$ cat src/rtl/pc_seq_pkg.sv
// pc_seq_pkg
// Shared definitions for the PC sequencer: the next-PC source selector and
// the sequential step size.
package pc_seq_pkg;

    localparam int unsigned PC_STEP = 4;

    typedef enum logic [2:0] {
        SRC_RESET,
        SRC_EXC,
        SRC_HOLD,
        SRC_RET,
        SRC_JUMP,
        SRC_BRANCH,
        SRC_SEQ
    } next_src_e;

endpackage

$ cat src/rtl/ras_stack.sv
// ras_stack
// Circular return-address stack. The pointer addresses the most recent
// entry. A push while full overwrites the oldest entry, which sits one slot
// past the pointer, and raises a one-cycle overflow pulse.
//
// Ports:
//   clk, reset  clock, synchronous active-high reset
//   push        write push_data as the new top entry
//   pop         drop the top entry (ignored when empty)
//   push_data   address to push
//   top         current top entry (valid only when not empty)
//   empty/full  derived from the registered entry count
//   overflow    registered pulse: the last push discarded the oldest entry
module ras_stack #(
    parameter int unsigned WIDTH = 32,
    parameter int unsigned DEPTH = 4
) (
    input  logic             clk,
    input  logic             reset,
    input  logic             push,
    input  logic             pop,
    input  logic [WIDTH-1:0] push_data,
    output logic [WIDTH-1:0] top,
    output logic             empty,
    output logic             full,
    output logic             overflow
);

    localparam int unsigned PTR_W = (DEPTH > 1) ? $clog2(DEPTH) : 1;
    localparam int unsigned CNT_W = $clog2(DEPTH + 1);

    logic [WIDTH-1:0] mem [DEPTH];
    logic [PTR_W-1:0] ptr;
    logic [PTR_W-1:0] ptr_inc;
    logic [CNT_W-1:0] count;

    assign ptr_inc = ptr + PTR_W'(1);
    assign empty   = (count == '0);
    assign full    = (count == CNT_W'(DEPTH));
    assign top     = mem[ptr];

    // Contents are not reset; the count guarantees nothing stale is read.
    always_ff @(posedge clk) begin
        if (!reset && push) begin
            mem[ptr_inc] <= push_data;
        end
    end

    always_ff @(posedge clk) begin
        if (reset) begin
            ptr      <= '0;
            count    <= '0;
            overflow <= 1'b0;
        end else begin
            overflow <= push && full;
            if (push) begin
                ptr <= ptr_inc;
                if (!full) begin
                    count <= count + CNT_W'(1);
                end
            end else if (pop && !empty) begin
                ptr   <= ptr - PTR_W'(1);
                count <= count - CNT_W'(1);
            end
        end
    end

endmodule

$ cat src/rtl/pc_sequencer.sv
// pc_sequencer
// Program counter with prioritised next-PC selection and a return-address
// stack for call/return prediction.
//
// Ports:
//   clk, reset          clock, synchronous active-high reset
//   stall               freeze pc and stack
//   exc                 redirect to EXC_VECTOR (beats stall)
//   ret, ra_fallback    return via stack, or ra_fallback when empty
//   jump, jump_target   unconditional redirect; with link also pushes pc+4
//   link                call qualifier for jump
//   branch_taken/target conditional redirect
//   pc, pc_plus4        registered pc and its combinational successor
//   ras_empty/ras_full  stack occupancy
//   ras_overflow        pulse: a push discarded the oldest entry
//   misalign            pulse: the taken redirect target had bits [1:0] set
module pc_sequencer
    import pc_seq_pkg::*;
#(
    parameter int unsigned       WIDTH      = 32,
    parameter logic [WIDTH-1:0]  RESET_PC   = '0,
    parameter logic [31:0]       EXC_VECTOR = 32'h0000_0180,
    parameter int unsigned       RAS_DEPTH  = 4
) (
    input  logic             clk,
    input  logic             reset,
    input  logic             stall,
    input  logic             exc,
    input  logic             ret,
    input  logic [WIDTH-1:0] ra_fallback,
    input  logic             jump,
    input  logic [WIDTH-1:0] jump_target,
    input  logic             link,
    input  logic             branch_taken,
    input  logic [WIDTH-1:0] branch_target,
    output logic [WIDTH-1:0] pc,
    output logic [WIDTH-1:0] pc_plus4,
    output logic             ras_empty,
    output logic             ras_full,
    output logic             ras_overflow,
    output logic             misalign
);

    localparam logic [WIDTH-1:0] EXC_PC = WIDTH'(EXC_VECTOR);

    next_src_e        src;
    logic [WIDTH-1:0] pc_next;
    logic [WIDTH-1:0] raw_target;
    logic [WIDTH-1:0] ras_top;
    logic             redirect;
    logic             ras_push;
    logic             ras_pop;

    assign pc_plus4 = pc + WIDTH'(PC_STEP);

    always_comb begin
        src = SRC_SEQ;
        if (reset)             src = SRC_RESET;
        else if (exc)          src = SRC_EXC;
        else if (stall)        src = SRC_HOLD;
        else if (ret)          src = SRC_RET;
        else if (jump)         src = SRC_JUMP;
        else if (branch_taken) src = SRC_BRANCH;
    end

    always_comb begin
        pc_next    = pc_plus4;
        raw_target = branch_target;
        redirect   = 1'b0;
        ras_push   = 1'b0;
        ras_pop    = 1'b0;
        case (src)
            SRC_RESET: pc_next = RESET_PC;
            SRC_EXC:   pc_next = EXC_PC;
            SRC_HOLD:  pc_next = pc;
            SRC_RET: begin
                redirect   = 1'b1;
                raw_target = ras_empty ? ra_fallback : ras_top;
                ras_pop    = !ras_empty;
            end
            SRC_JUMP: begin
                redirect   = 1'b1;
                raw_target = jump_target;
                ras_push   = link;
            end
            SRC_BRANCH: begin
                redirect   = 1'b1;
                raw_target = branch_target;
            end
            default: pc_next = pc_plus4;
        endcase
        // Redirect targets are word-aligned by dropping the low bits.
        if (redirect) begin
            pc_next = {raw_target[WIDTH-1:2], 2'b00};
        end
    end

    // Reset is folded into src, so the pc register needs no separate branch.
    always_ff @(posedge clk) begin
        pc <= pc_next;
        if (reset) begin
            misalign <= 1'b0;
        end else begin
            misalign <= redirect && (raw_target[1:0] != 2'b00);
        end
    end

    ras_stack #(
        .WIDTH (WIDTH),
        .DEPTH (RAS_DEPTH)
    ) u_ras (
        .clk       (clk),
        .reset     (reset),
        .push      (ras_push),
        .pop       (ras_pop),
        .push_data (pc_plus4),
        .top       (ras_top),
        .empty     (ras_empty),
        .full      (ras_full),
        .overflow  (ras_overflow)
    );

endmodule

$ cat config.mk
export PLATFORM = sky130hd
export DESIGN_NAME = pc_sequencer
export DESIGN_NICKNAME = d
export VERILOG_FILES = /design/src/rtl/pc_seq_pkg.sv /design/src/rtl/ras_stack.sv /design/src/rtl/pc_sequencer.sv
export SDC_FILE = /design/constraint.sdc
export NUM_CORES = 1
export LEC_CHECK = 0
export ABC_AREA = 1
export BUFFER_PORTS_ARGS = -buffer_cell sky130_fd_sc_hd__buf_2
export CORE_MARGIN = 5
export CORE_UTILIZATION = 60
export DETAILED_ROUTE_END_ITERATION = 10
export PLACE_DENSITY = 0.86
export REMOVE_ABC_BUFFERS = 1
export SKIP_CTS_REPAIR_TIMING = 1
export SLEW_MARGIN = 20
export SYNTH_ARGS = -nofsm -noshare
export SYNTH_HDL_FRONTEND = slang
export SYNTH_SLANG_ARGS = --single-unit
$ cat constraint.sdc
create_clock -name clk -period 4.2 [get_ports clk]
set_input_delay 0.21 -clock clk [delete_from_list [all_inputs] [get_ports clk]]
set_output_delay 0.21 -clock clk [all_outputs]
set_load 0.01 [all_outputs]
==> results, run 1 <==
- After detailed routing, the number of remaining DRC violations is 0.
- The CTS root buffer is clkbuf_16.
- Using the TritonRoute via totals, the vias-per-cell ratio works out to between 5 and 6.
- The mux contribution to synthesized area is 0.
- The synthesized-area fraction occupied by ao, oa, aoi and oai cells is 0.0700.
- Of the cells placed in the final design, the portion with a size suffix greater than 1 is 0.228.
- The type of element launching the critical path is a flop.
- The average cell area after synthesis is between 9 and 10 um^2.
- The layout overhead on the synthesized area is 18.6%.
- The length of the first detailed-routing pass in iterations is 5.
- For this run, global-route usage on met3 was measured as 0.0556.
- The CTS tree is built.
- Across the VDD grid, the largest voltage drop is about 0.00031 V.
- The most instantiated flip-flop cell in the synthesis netlist is edfxtp_1.
- The critical path in this run is classified as reg2reg.
- The count of input and output buffers is 171.
- The antenna diode instance count is 0.
- Leaving out fill and tap cells, the most frequent cells in the layout are nand2_1, buf_2, edfxtp_1.
- The final route contains about 7,300 vias.
- For the worst setup path, the data required time is roughly 4400 ps.
- At the worst endpoint, the arrival time is 3200 ps.
- The hold violation count in the final report is 0.
- The reported leakage power is 4.22 nW.
- The clock period could shrink to 3030 ps.
- The cell seen most often among critical-path stages is nand2_1.
- The number of cells on the worst reg-to-reg path is 8.
- Of the total synthesized cell area, the portion taken by AND, OR, NAND and NOR gates is 0.260.
- Walking the worst path, the cells encountered are buf_4 -> clkinv_2 -> nand2_1 -> nand3_1 -> a21oi_1 -> o211ai_1 -> nand2_1 -> nand2_1.
- The area of the placeable core is approximately 14,000 um^2.
- Max-cap violations in this run came to 0.
- Sorting the synthesized cells by area gives the leading types as edfxtp_1, nand2_1, nand3_1.
- The aggregate global-route resource usage is 0.283.
- The startpoint identified for the worst hold timing path is reset.
- Along the worst path, the maximum fanout reaches 65.
- The initial antenna violation count is 0.
- The maximum buffer depth of the clock tree is 2.
- The synthesized-area fraction occupied by xor and xnor cells is 0.0247.
- The count of final max-slew check failures is 0.
- The endpoint with the worst hold slack is u_ras.count[0].
- After global routing the overflow that remains totals 0.
- The number of synthesized flops with an enable pin is about 160.
- The number of levels in the clock H-tree is 4.
- The post-synthesis register bit count is 169.
- The detailed router finished its first iteration with between 700 and 800 violations.
- The worst hold path passes through 4 cells.
- The average detailed-routed wire length per instance is approximately 19 um.
- Static timing analysis puts the maximum clock frequency at roughly 0.33 GHz.
- The starting utilization of the core area is 0.612.
- Counting flops with an async set or reset pin after synthesis yields a share of 0.
- The via count of the first global-routing pass came to around 7,000.
- The final HPWL from detailed placement is 15,000 um.
- The later-pin clock latency in the skew report is 430 ps.
- For this design, the slowest cell found on the critical path is clkinv_2.
- Summed over all instances, the cell type with the most area after synthesis is edfxtp_1.
- Clock skew on the completed layout was measured at roughly 11 ps.
- The layer flagged by global routing as most heavily used is met2.
- The number of nets in the finished design is 1,170.
- The routed wire length is between 20,000 and 25,000 um.
- The first-pass GRT wire length is ~36,000 um.
- The setup slack on the worst flop-to-flop path is between 1000 and 1500 ps.
- The kind of path behind the tightest hold check is in2reg.
- The portion of the post-synthesis area used by sequential elements is 0.587.
- The final weighted congestion in routability-driven placement is just over 0.9.
- The final worst-path setup slack is 1170 ps.
- The most common library cell in the layout ignoring fill and taps is nand2_1.
- Of the total synthesized cell area, the portion taken by full adders, half adders and majority gates is 0.00888.
- The synthesized netlist occupies a cell area of ~8500 um^2.
- The count of mapped cells out of synthesis is 906.
- The die extent in y is ~130 um.
- By area, the combinational part of the netlist is dominated by simple AND/OR/NAND/NOR gates.
- The number of clock buffers added by TritonCTS is 17.
- In this run the horizontal extent of the chip is around 130 um.
- The overall die area is roughly 17,000 um^2.
- The count of standard-cell rows is between 40 and 50.
- The clock transition at the register clock pins on the worst setup and hold paths after CTS is 60 ps.
- After routing, the total negative slack on setup checks comes to 0 ps.
- The share of the cycle needed by the critical path after routing is 0.721.
- In this run, distinct cell masters in the synthesized netlist total 34.
- STA classifies the critical path endpoint as a flop.
- Entering global routing, the biggest net connects 66 pins.
- For this run, the slowest stage of the critical path takes around 930 ps.
- For this design, the sink count on the clock tree is around 170.
- The met2 demand-to-capacity share in global routing is 0.482.
- The slew of the pin with the lowest slew margin is 1070 ps.
- In this run the remaining antenna-violating nets after routing total 0.
- The flow ran to the end, and the final reports show no timing, DRC or antenna violations.
- The worst slew slack as a fraction of its limit is 0.280.
- The share of synthesized area in the top cell type comes to 0.561.
- In this run the critical register-to-register path is captured at pc[27].
- In the global route stage, met1 resource usage came out at 0.353.
- Setup violations remaining at the end of the flow were counted as 0.
- 172 I/O pins were placed.
- The placement-stage worst setup slack is roughly 1700 ps.
- For this run, the number of Yosys warnings is 0.
- Setup repair after global routing left no endpoint under its margin.
- Dividing total power by cell area gives a power density of roughly 400 nW/um^2.
sequential cells by signal (all words and copies together) (netlist names), named ones only:
signal	cells
misalign	1
u_ras.overflow	1
u_ras.count	3
pc	32
u_ras.ptr	2
u_ras.mem	128
power breakdown:
group          internal (W)  leakage [nW]  total (W)  switching (W)
combinational      0.000128          2.28   0.000352       0.000225
sequential          0.00189          1.64    0.00194      0.0000500
clock               0.00108         0.307    0.00169       0.000619
total               0.00309          4.22    0.00399       0.000894
metal layers:
layer	share of wire	up-vias	routed length, um
met5	0	-	0
met2	0.49	454	11600
met3	0.10	65	2420
met1	0.37	3379	8820
li1	-	3384	-
met4	0.032	0	748
worst max-delay path, delay by kind of cell (launching register included):
kind,cells,cell delay (ps)
buffers and inverters,2,1490
flip-flops,1,320
AO/OA/AOI/OAI,2,370
AND/OR/NAND/NOR,4,540
kinds of logic (layout without fill, tap and decap cells):
kind of cell,count (synthesis),in the layout
AND/OR/NAND/NOR,514,514
buffers and inverters,93,260
XOR/XNOR,23,23
flip-flops,169,169
AO/OA/AOI/OAI,101,101
adder cells (fa/ha/maj),6,6
synthesized netlist by cell type (3+ instances only):
| cell | n |
|---|---|
| nor2_4 | 3 |
| nand3b_1 | 3 |
| nand2_2 | 8 |
| inv_2 | 7 |
| edfxtp_1 | 158 |
| o21ai_0 | 35 |
| nand2_1 | 326 |
| nor2_1 | 50 |
| dfxtp_1 | 11 |
| nor3_2 | 4 |
| buf_2 | 27 |
| inv_1 | 39 |
| xnor2_1 | 5 |
| xor2_1 | 17 |
| ha_1 | 6 |
| nand3_1 | 103 |
| buf_6 | 3 |
| clkbuf_1 | 12 |
| nand4_1 | 4 |
| nor3_1 | 5 |
| o211ai_1 | 32 |
| a21oi_1 | 31 |
worst max-delay path by stage:
stage | startpoint | end | slack, ps | cells past startpoint
final | flop | pc[27] | 1170 | 8
after global routing | flop | pc[2] | 950 | 10
after CTS | pc[2] | pc_plus4[26] | 1440 | 7
after detailed placement | stall | u_ras.mem[0][4] | 1670 | 7
after global placement | reset | u_ras.mem[1][28] | 1710 | 7
after floorplan | reset | pc[10] | 1250 | 9
stage by stage:
stage / util / hold WS, ps / cells / power [W] / instance area [um^2]
2_1_floorplan: - / 385 / 860 / 0.00213 / 8220
3_3_place_gp: 0.679 / 505 / 1221 / 0.00231 / 9390
3_5_place_dp: 0.679 / 517 / 1221 / 0.00232 / 9390
4_1_cts: 0.726 / 64.4 / 1253 / 0.00397 / 10000
5_1_grt: 0.726 / 91.1 / 1253 / 0.00408 / 10000
6_report: 0.726 / 80.4 / 1253 / 0.00399 / 10000
area by class of cell:
type	count	area, um^2
clock inverters	6	135
well taps	180	225
clock buffers	26	509
fillers	973	3790
multi-input cells	644	3090
flip-flops and latches	169	4970
repair buffers	181	931
inverters	47	180
No activity file was read; power rests on OpenSTA's default activity.
==> run 2: changes to the inputs <==
--- a/config.mk
+++ b/config.mk
@@ -8,9 +8,9 @@
 export ABC_AREA = 1
 export BUFFER_PORTS_ARGS = -buffer_cell sky130_fd_sc_hd__buf_2
 export CORE_MARGIN = 5
-export CORE_UTILIZATION = 60
+export CORE_UTILIZATION = 55
 export DETAILED_ROUTE_END_ITERATION = 10
-export PLACE_DENSITY = 0.86
+export PLACE_DENSITY = 0.8
 export REMOVE_ABC_BUFFERS = 1
 export SKIP_CTS_REPAIR_TIMING = 1
 export SLEW_MARGIN = 20
==> constraint.sdc (replaced) <==
create_clock -name clk -period 3.1 [get_ports clk]
set_input_delay 0.155 -clock clk [delete_from_list [all_inputs] [get_ports clk]]
set_output_delay 0.155 -clock clk [all_outputs]
set_load 0.01 [all_outputs]
==> run 2 against run 1 <==
Non-clock buffer count up 5. Register-to-register slack worse by 220 ps. Worst setup slack worse by 720 ps. Hold slack worse by 39 ps. Via count down 2.9%. Critical path type is now reg2out. Largest power group unchanged. Highest routed layer unchanged.
==> results, run 2 (same netlist as run 1, synthesis figures left out) <==
- The power per standard cell area is 515 nW/um^2 (+30%).
- The kind of path behind the tightest hold check is in2reg.
- The worst hold-check slack is 40.9 ps (-39.5 ps).
- The length of the first detailed-routing pass in iterations is 5 (unchanged).
- The most common library cell in the layout ignoring fill and taps is nand2_1.
- The final HPWL from detailed placement is 15,000 um (about the same).
- The largest register by flop count is u_ras.mem.
- The number of levels in the clock H-tree was 4 (unchanged).
- The area of the placeable core came to 15,100 um^2 (+9.5%).
- The run finished with clean final reports.
- The number of buffers added by the clock tree synthesis step was 17 (unchanged).
- The clock transition at the register clock pins on the worst setup and hold paths after CTS is 60 ps (about the same).
- The number of top-level pins is 172 (unchanged).
- The aggregate global-route resource usage is 0.254 (-0.0298).
- The number of antenna-violating nets in the routed design is 0 (unchanged).
- The worst setup path is launched from a flop.
- The maximum number of pins on one net before global-route repair came to 65 (-1.5%).
- The setup slack on the worst flop-to-flop path is 950 ps (-220 ps).
- The first-iteration detailed-routing DRC count is 606 (-20%).
- The final worst clock skew came to 8.23 ps (-2.39 ps).
- STA classifies the critical path endpoint as a primary output.
- The total grt overflow is 0 (unchanged).
- The met2 wire length is 10,900 um (-5.9%).
- The count of standard-cell rows was 45 (+4.7%).
- The area of all placed cells without fillers is 10,000 um^2 (-0.29%).
- TritonCTS built the clock tree.
- The count of input and output buffers is 171 (unchanged).
- The overall power consumption is 0.00516 W (+29%).
- The via-per-instance ratio is 5.59 (-3.9%).
- The detailed-route wire length on metal 1 came to 9310 um (+5.5%).
- The number of clock sinks is 169 (unchanged).
- The routed wire length is 22,600 um (-4.5%).
- The via count of the first global-routing pass is 6,715 (-5.0%).
- The peak fanout along the critical path is 7 (-89%).
- The tree is rooted in a clkbuf_16.
- The final weighted congestion in routability-driven placement is 0.917 (-1.2%).
- The hold violation count in the final report is 0 (unchanged).
- The maximum buffer depth of the clock tree is 2 (unchanged).
- The first-pass GRT wire length is 35,200 um (-2.0%).
- In the finished design, the share of the clock period the worst path needs comes to 0.855.
- The layout overhead on the synthesized area is 18.3%.
- The antenna diode instance count was 0 (unchanged).
- The worst path arrival time is 2500 ps (-700 ps).
- The cell area after placement was 9440 um^2 (+0.51%).
- The worst path required time was 2940 ps (-1440 ps).
- The initial antenna violation count was 0 (unchanged).
- In the final layout, the registers with the most flip-flops are u_ras.mem: 128 flops, pc: 32 flops, u_ras.count: 3 flops.
- The maximum VDD drop was 0.000384 V (+23%).
- The number of nets in the finished design was 1,175 (+0.43%).
- The count of final max-slew check failures is 0 (unchanged).
- The worst slew slack as a fraction of its limit was 0.531 (+0.251).
- The average detailed-routed wire length per instance is 17.8 um (-5.5%).
- Setup repair after global routing left no endpoint under its margin.
- The fmax is around 0.38 GHz.
- The setup path with the least slack is of type reg2out.
- The number of flip-flops under the largest register name is 128 (unchanged).
- The remaining routing DRC violations came to 0 (unchanged).
- The die extent in y came to 134 um (+4.1%).
- The setup violation total in the final timing report is 0 (unchanged).
- The starting utilization of the core area is 0.558 (-0.0533).
- The overall via count from detail_route is 7,071 (-2.9%).
- In the layout the commonest cells are nand2_1, buf_2, edfxtp_1.
- The uppermost metal layer occupied by signal nets is met4.
- The later-pin clock latency in the skew report is 430 ps (about the same).
- The die width is 134 um (+4.1%).
- The fraction of final layout cells sized beyond drive strength 1 came to 0.226 (-0.00199).
- The slew of the pin with the lowest slew margin came to 704 ps (-370 ps).
- The final sum of negative setup slack is 0 ps (unchanged).
- The met3 wire length is 1810 um (-25%).
- The overall die area was 18,000 um^2 (+8.4%).
- The number of max-cap violations is 0 (unchanged).
- The reported leakage power came to 4.21 nW (-0.41%).
- The smallest clock period supported by the final layout is computed as 2650 ps.
run 2: final timing paths:
kind,start,end,cells past startpoint
setup reg to reg,pc[2],pc[12],8
hold / removal,reset,u_ras.count[0],4
setup / recovery,pc[2],pc_plus4[12],7
hold reg to reg,pc[1],pc[1],2
run 2: layout make-up:
class	count	area [um^2]
fillers	1196	5140
clock buffers	21	440
flip-flops and latches	169	4970
clock inverters	11	129
well taps	188	235
multi-input cells	644	3090
inverters	47	179
repair buffers	186	968
run 2: power breakdown:
part / switching [W] / internal [W] / leakage, nW / total [W]
clock: 0.000807 / 0.00125 / 0.269 / 0.00206
sequential: 0.0000568 / 0.00256 / 1.64 / 0.00262
combinational: 0.000307 / 0.000174 / 2.30 / 0.000481
run 2: metal layers:
layer | up-vias | GRT usage
li1 | 3397 | -
met1 | 3324 | 0.335
met2 | 306 | 0.414
met3 | 44 | 0.0634
met4 | 0 | 0.0848
met5 | - | 0
run 2: stage by stage:
step | cells | worst slack [ps] | utilization
2_1_floorplan | 860 | 193 | -
3_3_place_gp | 1234 | 907 | 0.623
3_5_place_dp | 1234 | 858 | 0.623
4_1_cts | 1266 | 479 | 0.661
5_1_grt | 1266 | 284 | 0.661
6_report | 1266 | 449 | 0.661
run 2: worst max-delay path: stages (launching register included):
cell and delay (ps):
edfxtp_1 520, ha_1 310, nand2_2 120, nor2_4 150, nand2_2 130, nor2_4 130, xor2_1 460, buf_2 230
==> run 3: changes to the inputs <==
--- a/config.mk
+++ b/config.mk
@@ -8,9 +8,11 @@
 export ABC_AREA = 1
 export BUFFER_PORTS_ARGS = -buffer_cell sky130_fd_sc_hd__buf_2
 export CORE_MARGIN = 5
-export CORE_UTILIZATION = 55
+export CORE_UTILIZATION = 57
+export CTS_BUF_LIST = sky130_fd_sc_hd__clkbuf_4 sky130_fd_sc_hd__clkbuf_8
+export CTS_CLUSTER_DIAMETER = 50
 export DETAILED_ROUTE_END_ITERATION = 10
-export PLACE_DENSITY = 0.8
+export PLACE_DENSITY = 0.82
 export REMOVE_ABC_BUFFERS = 1
 export SKIP_CTS_REPAIR_TIMING = 1
 export SLEW_MARGIN = 20
==> constraint.sdc (replaced) <==
create_clock -name clk -period 2.7 [get_ports clk]
set_input_delay 0.135 -clock clk [delete_from_list [all_inputs] [get_ports clk]]
set_output_delay 0.135 -clock clk [all_outputs]
set_load 0.01 [all_outputs]
==> run 3 against run 2 <==
Cell area hardly changed. Critical path depth is 1 lower. Hold slack better by 26 ps. Die area is 3.2% lower. Critical path type unchanged. Critical endpoint is now pc_plus4[10].
==> results, run 3 (same netlist as run 1, synthesis figures left out) <==
- The cell depth of the worst hold path is 5 (+1).
- The detailed-route wire length on metal 1 is 9270 um (-0.35%).
- The final-layout fill cell count was 1,123 (-6.1%).
- The aggregate global-route resource usage is 0.267 (+0.0135).
- The worst setup path is captured at a primary output.
- The clock transition at the register clock pins on the worst setup and hold paths after CTS is 80 ps (+20 ps).
- The most common library cell in the layout ignoring fill and taps is nand2_1.
- The cell area after placement is 9510 um^2 (+0.80%).
- The number of max-cap violations is 0 (unchanged).
- Static timing analysis puts the maximum clock frequency at 0.398 GHz.
- The startpoint of the worst register-to-register path is pc[2].
- The die extent in y is 132 um (-1.6%).
- The internal power contribution is 0.00432 W (+8.4%).
- TritonCTS built the clock tree.
- The flow ran to the end, and the final reports show no timing, DRC or antenna violations.
- The layout overhead on the synthesized area is 18.3% (about the same).
- The power per standard cell area is 564 nW/um^2 (+9.5%).
- The slew of the pin with the lowest slew margin came to 720 ps (+16.2 ps).
- The CTS root buffer is clkbuf_8.
- The overall die area is 17,400 um^2 (-3.2%).
- The power dissipated by switching net loads is 0.00133 W (+13%).
- The launch point of the worst path is pc[2].
- The number of buffers added by the clock tree synthesis step is 17 (unchanged).
- The via-per-instance ratio is 5.70 (+2.0%).
- The final period demand of the worst path is ~2500 ps.
- The count of input and output buffers is 171 (unchanged).
- The share of the cycle needed by the critical path after routing is 0.931.
- The final worst clock skew is 11.5 ps (+3.23 ps).
- The setup violation total in the final timing report was 0 (unchanged).
- The maximum number of pins on one net before global-route repair came to 65 (unchanged).
- The number of clock sinks is 169 (unchanged).
- The number of placed instances with taps included is 1,239 (+0.41%).
- The average detailed-routed wire length per instance came to 18.4 um (+3.4%).
- The peak fanout along the critical path is 7 (unchanged).
- The total grt overflow is 0 (unchanged).
- The routed wire length is 23,400 um (+3.9%).
- The largest register by flop count is u_ras.mem.
- The reported leakage power is 4.23 nW (+0.44%).
- The number of top-level pins is 172 (unchanged).
- The number of levels in the clock H-tree is 4 (unchanged).
- The count of final max-slew check failures is 0 (unchanged).
- The setup slack on the worst flop-to-flop path is 620 ps (-330 ps).
- Setup repair after global routing left no endpoint under its margin.
- The worst path arrival time was 2380 ps (-120 ps).
- The capture point of the worst reg-to-reg path is pc[10].
- The remaining routing DRC violations is 0 (unchanged).
- The initial antenna violation count is 0 (unchanged).
- The area of the placeable core is 14,500 um^2 (-4.0%).
- The die width came to 132 um (-1.6%).
- In the final layout, the registers with the most flip-flops are u_ras.mem: 128 flops, pc: 32 flops, u_ras.count: 3 flops.
- The worst setup path endpoint is pc_plus4[10].
- The fraction of final layout cells sized beyond drive strength 1 was 0.240 (+0.0135).
- The final weighted congestion in routability-driven placement was 0.929 (+1.3%).
- The path depth of the worst reg2reg path was 7 (-1).
- The multi-input gate area in the final layout is 3110 um^2 (+0.73%).
- The part of the power in the clock network was 0.368 (-0.031).
- The maximum buffer depth of the clock tree is 2 (unchanged).
- The hold violation count in the final report is 0 (unchanged).
- The worst slew slack as a fraction of its limit is 0.520 (-0.0108).
- The area of all placed cells without fillers is 10,000 um^2 (about the same).
- The first-pass GRT wire length is 36,800 um (+4.4%).
- In the layout the commonest cells are nand2_1, buf_2, edfxtp_1.
- The met3 wire length came to 2210 um (+22%).
- The number of nets in the finished design came to 1,185 (+0.85%).
- The worst path required time is 2570 ps (-370 ps).
- The area taken by flip-flops and latches is 4970 um^2 (unchanged).
- The met2 wire length was 11,500 um (+5.0%).
- The uppermost metal layer occupied by signal nets is met4.
- The count of standard-cell rows is 44 (-2.2%).
- The critical path class is reg2out.
- The kind of path behind the tightest hold check is in2reg.
- The overall via count from detail_route came to 7,246 (+2.5%).
- The starting utilization of the core area came to 0.582 (+0.0235).
- The number of antenna-violating nets in the routed design is 0 (unchanged).
- The via count of the first global-routing pass is 7,089 (+5.6%).
- The type of element launching the critical path is a flop.
- The maximum VDD drop is 0.000357 V (-7.1%).
- The number of flip-flops under the largest register name is 128 (unchanged).
- The later-pin clock latency in the skew report is 460 ps (+30 ps).
- The worst hold-check slack was 67.1 ps (+26.3 ps).
- The final HPWL from detailed placement is 15,900 um (+5.9%).
- The first-iteration detailed-routing DRC count was 679 (+12%).
- The post-route non-filler standard cell count came to 1,272 (+0.47%).
- The sequential cell fraction of total power is 0.532 (+0.024).
- The length of the first detailed-routing pass in iterations came to 5 (unchanged).
- The switching portion of total power is 0.235 (+0.00782).
- The antenna diode instance count came to 0 (unchanged).
- The power share of the combinational group is 0.100 (+0.007).
[run 3: cell count changes in the layout (fill, tap and decap cells not counted), moves of 2 or more]
cell and delta:
clkbuf_16 -17, clkbuf_8 +17, buf_4 +8, clkbuf_1 -4, bufinv_16 +3, xor2_1 -2, xor2_2 +2
[run 3: routing by layer]
layer / GRT usage / vias up
met2: 0.444 / 377
met3: 0.0595 / 37
met4: 0.0937 / 0
met1: 0.348 / 3418
met5: 0 / -
li1: - / 3414
[run 3: worst max-delay path, stage by stage (launching register included)]
cell and delay, ps:
edfxtp_1 490, ha_1 280, nand2_2 120, nor2_4 130
nand2_2 130, xnor2_1 520, buf_2 240
[run 3: worst min path at each step]
stage                    startpoint             end  slack [ps]
floorplan                     reset  u_ras.count[0]         310
CTS                           reset  u_ras.count[0]         -70
detailed placement            reset  u_ras.count[0]         430
finish              jump_target[24]          pc[24]          70
global placement              reset  u_ras.count[0]         430
global route        jump_target[12]          pc[12]          80
[run 3: area by class of cell]
| class | instances | area share |
|---|---|---|
| clock buffers | 17 | 0.0234 |
| clock inverters | 15 | 0.0229 |
| inverters | 47 | 0.0179 |
| multi-input cells | 644 | 0.311 |
| flip-flops and latches | 169 | 0.496 |
| well taps | 184 | 0.0230 |
| repair buffers | 196 | 0.106 |
[run 3: per-stage QoR]
step           worst slack [ps]  utilization  setup TNS (ps)  total power (W)
6_report                    187        0.689               0          0.00565
5_1_grt                    6.62        0.689               0          0.00582
4_1_cts                     140        0.686               0          0.00564
3_5_place_dp                672        0.654               0          0.00362
3_3_place_gp                740        0.654               0          0.00360
2_1_floorplan              -207            -           -8710          0.00332
[run 3: power by group through the flow]
stage                     clock (W)  combinational [W]  sequential (W)
after global placement            0           0.000547         0.00306
after CTS                   0.00208           0.000562         0.00300
after global routing        0.00219           0.000622         0.00301
after detailed placement          0           0.000557         0.00306
final                       0.00208           0.000565         0.00300
after floorplan                   0           0.000256         0.00306
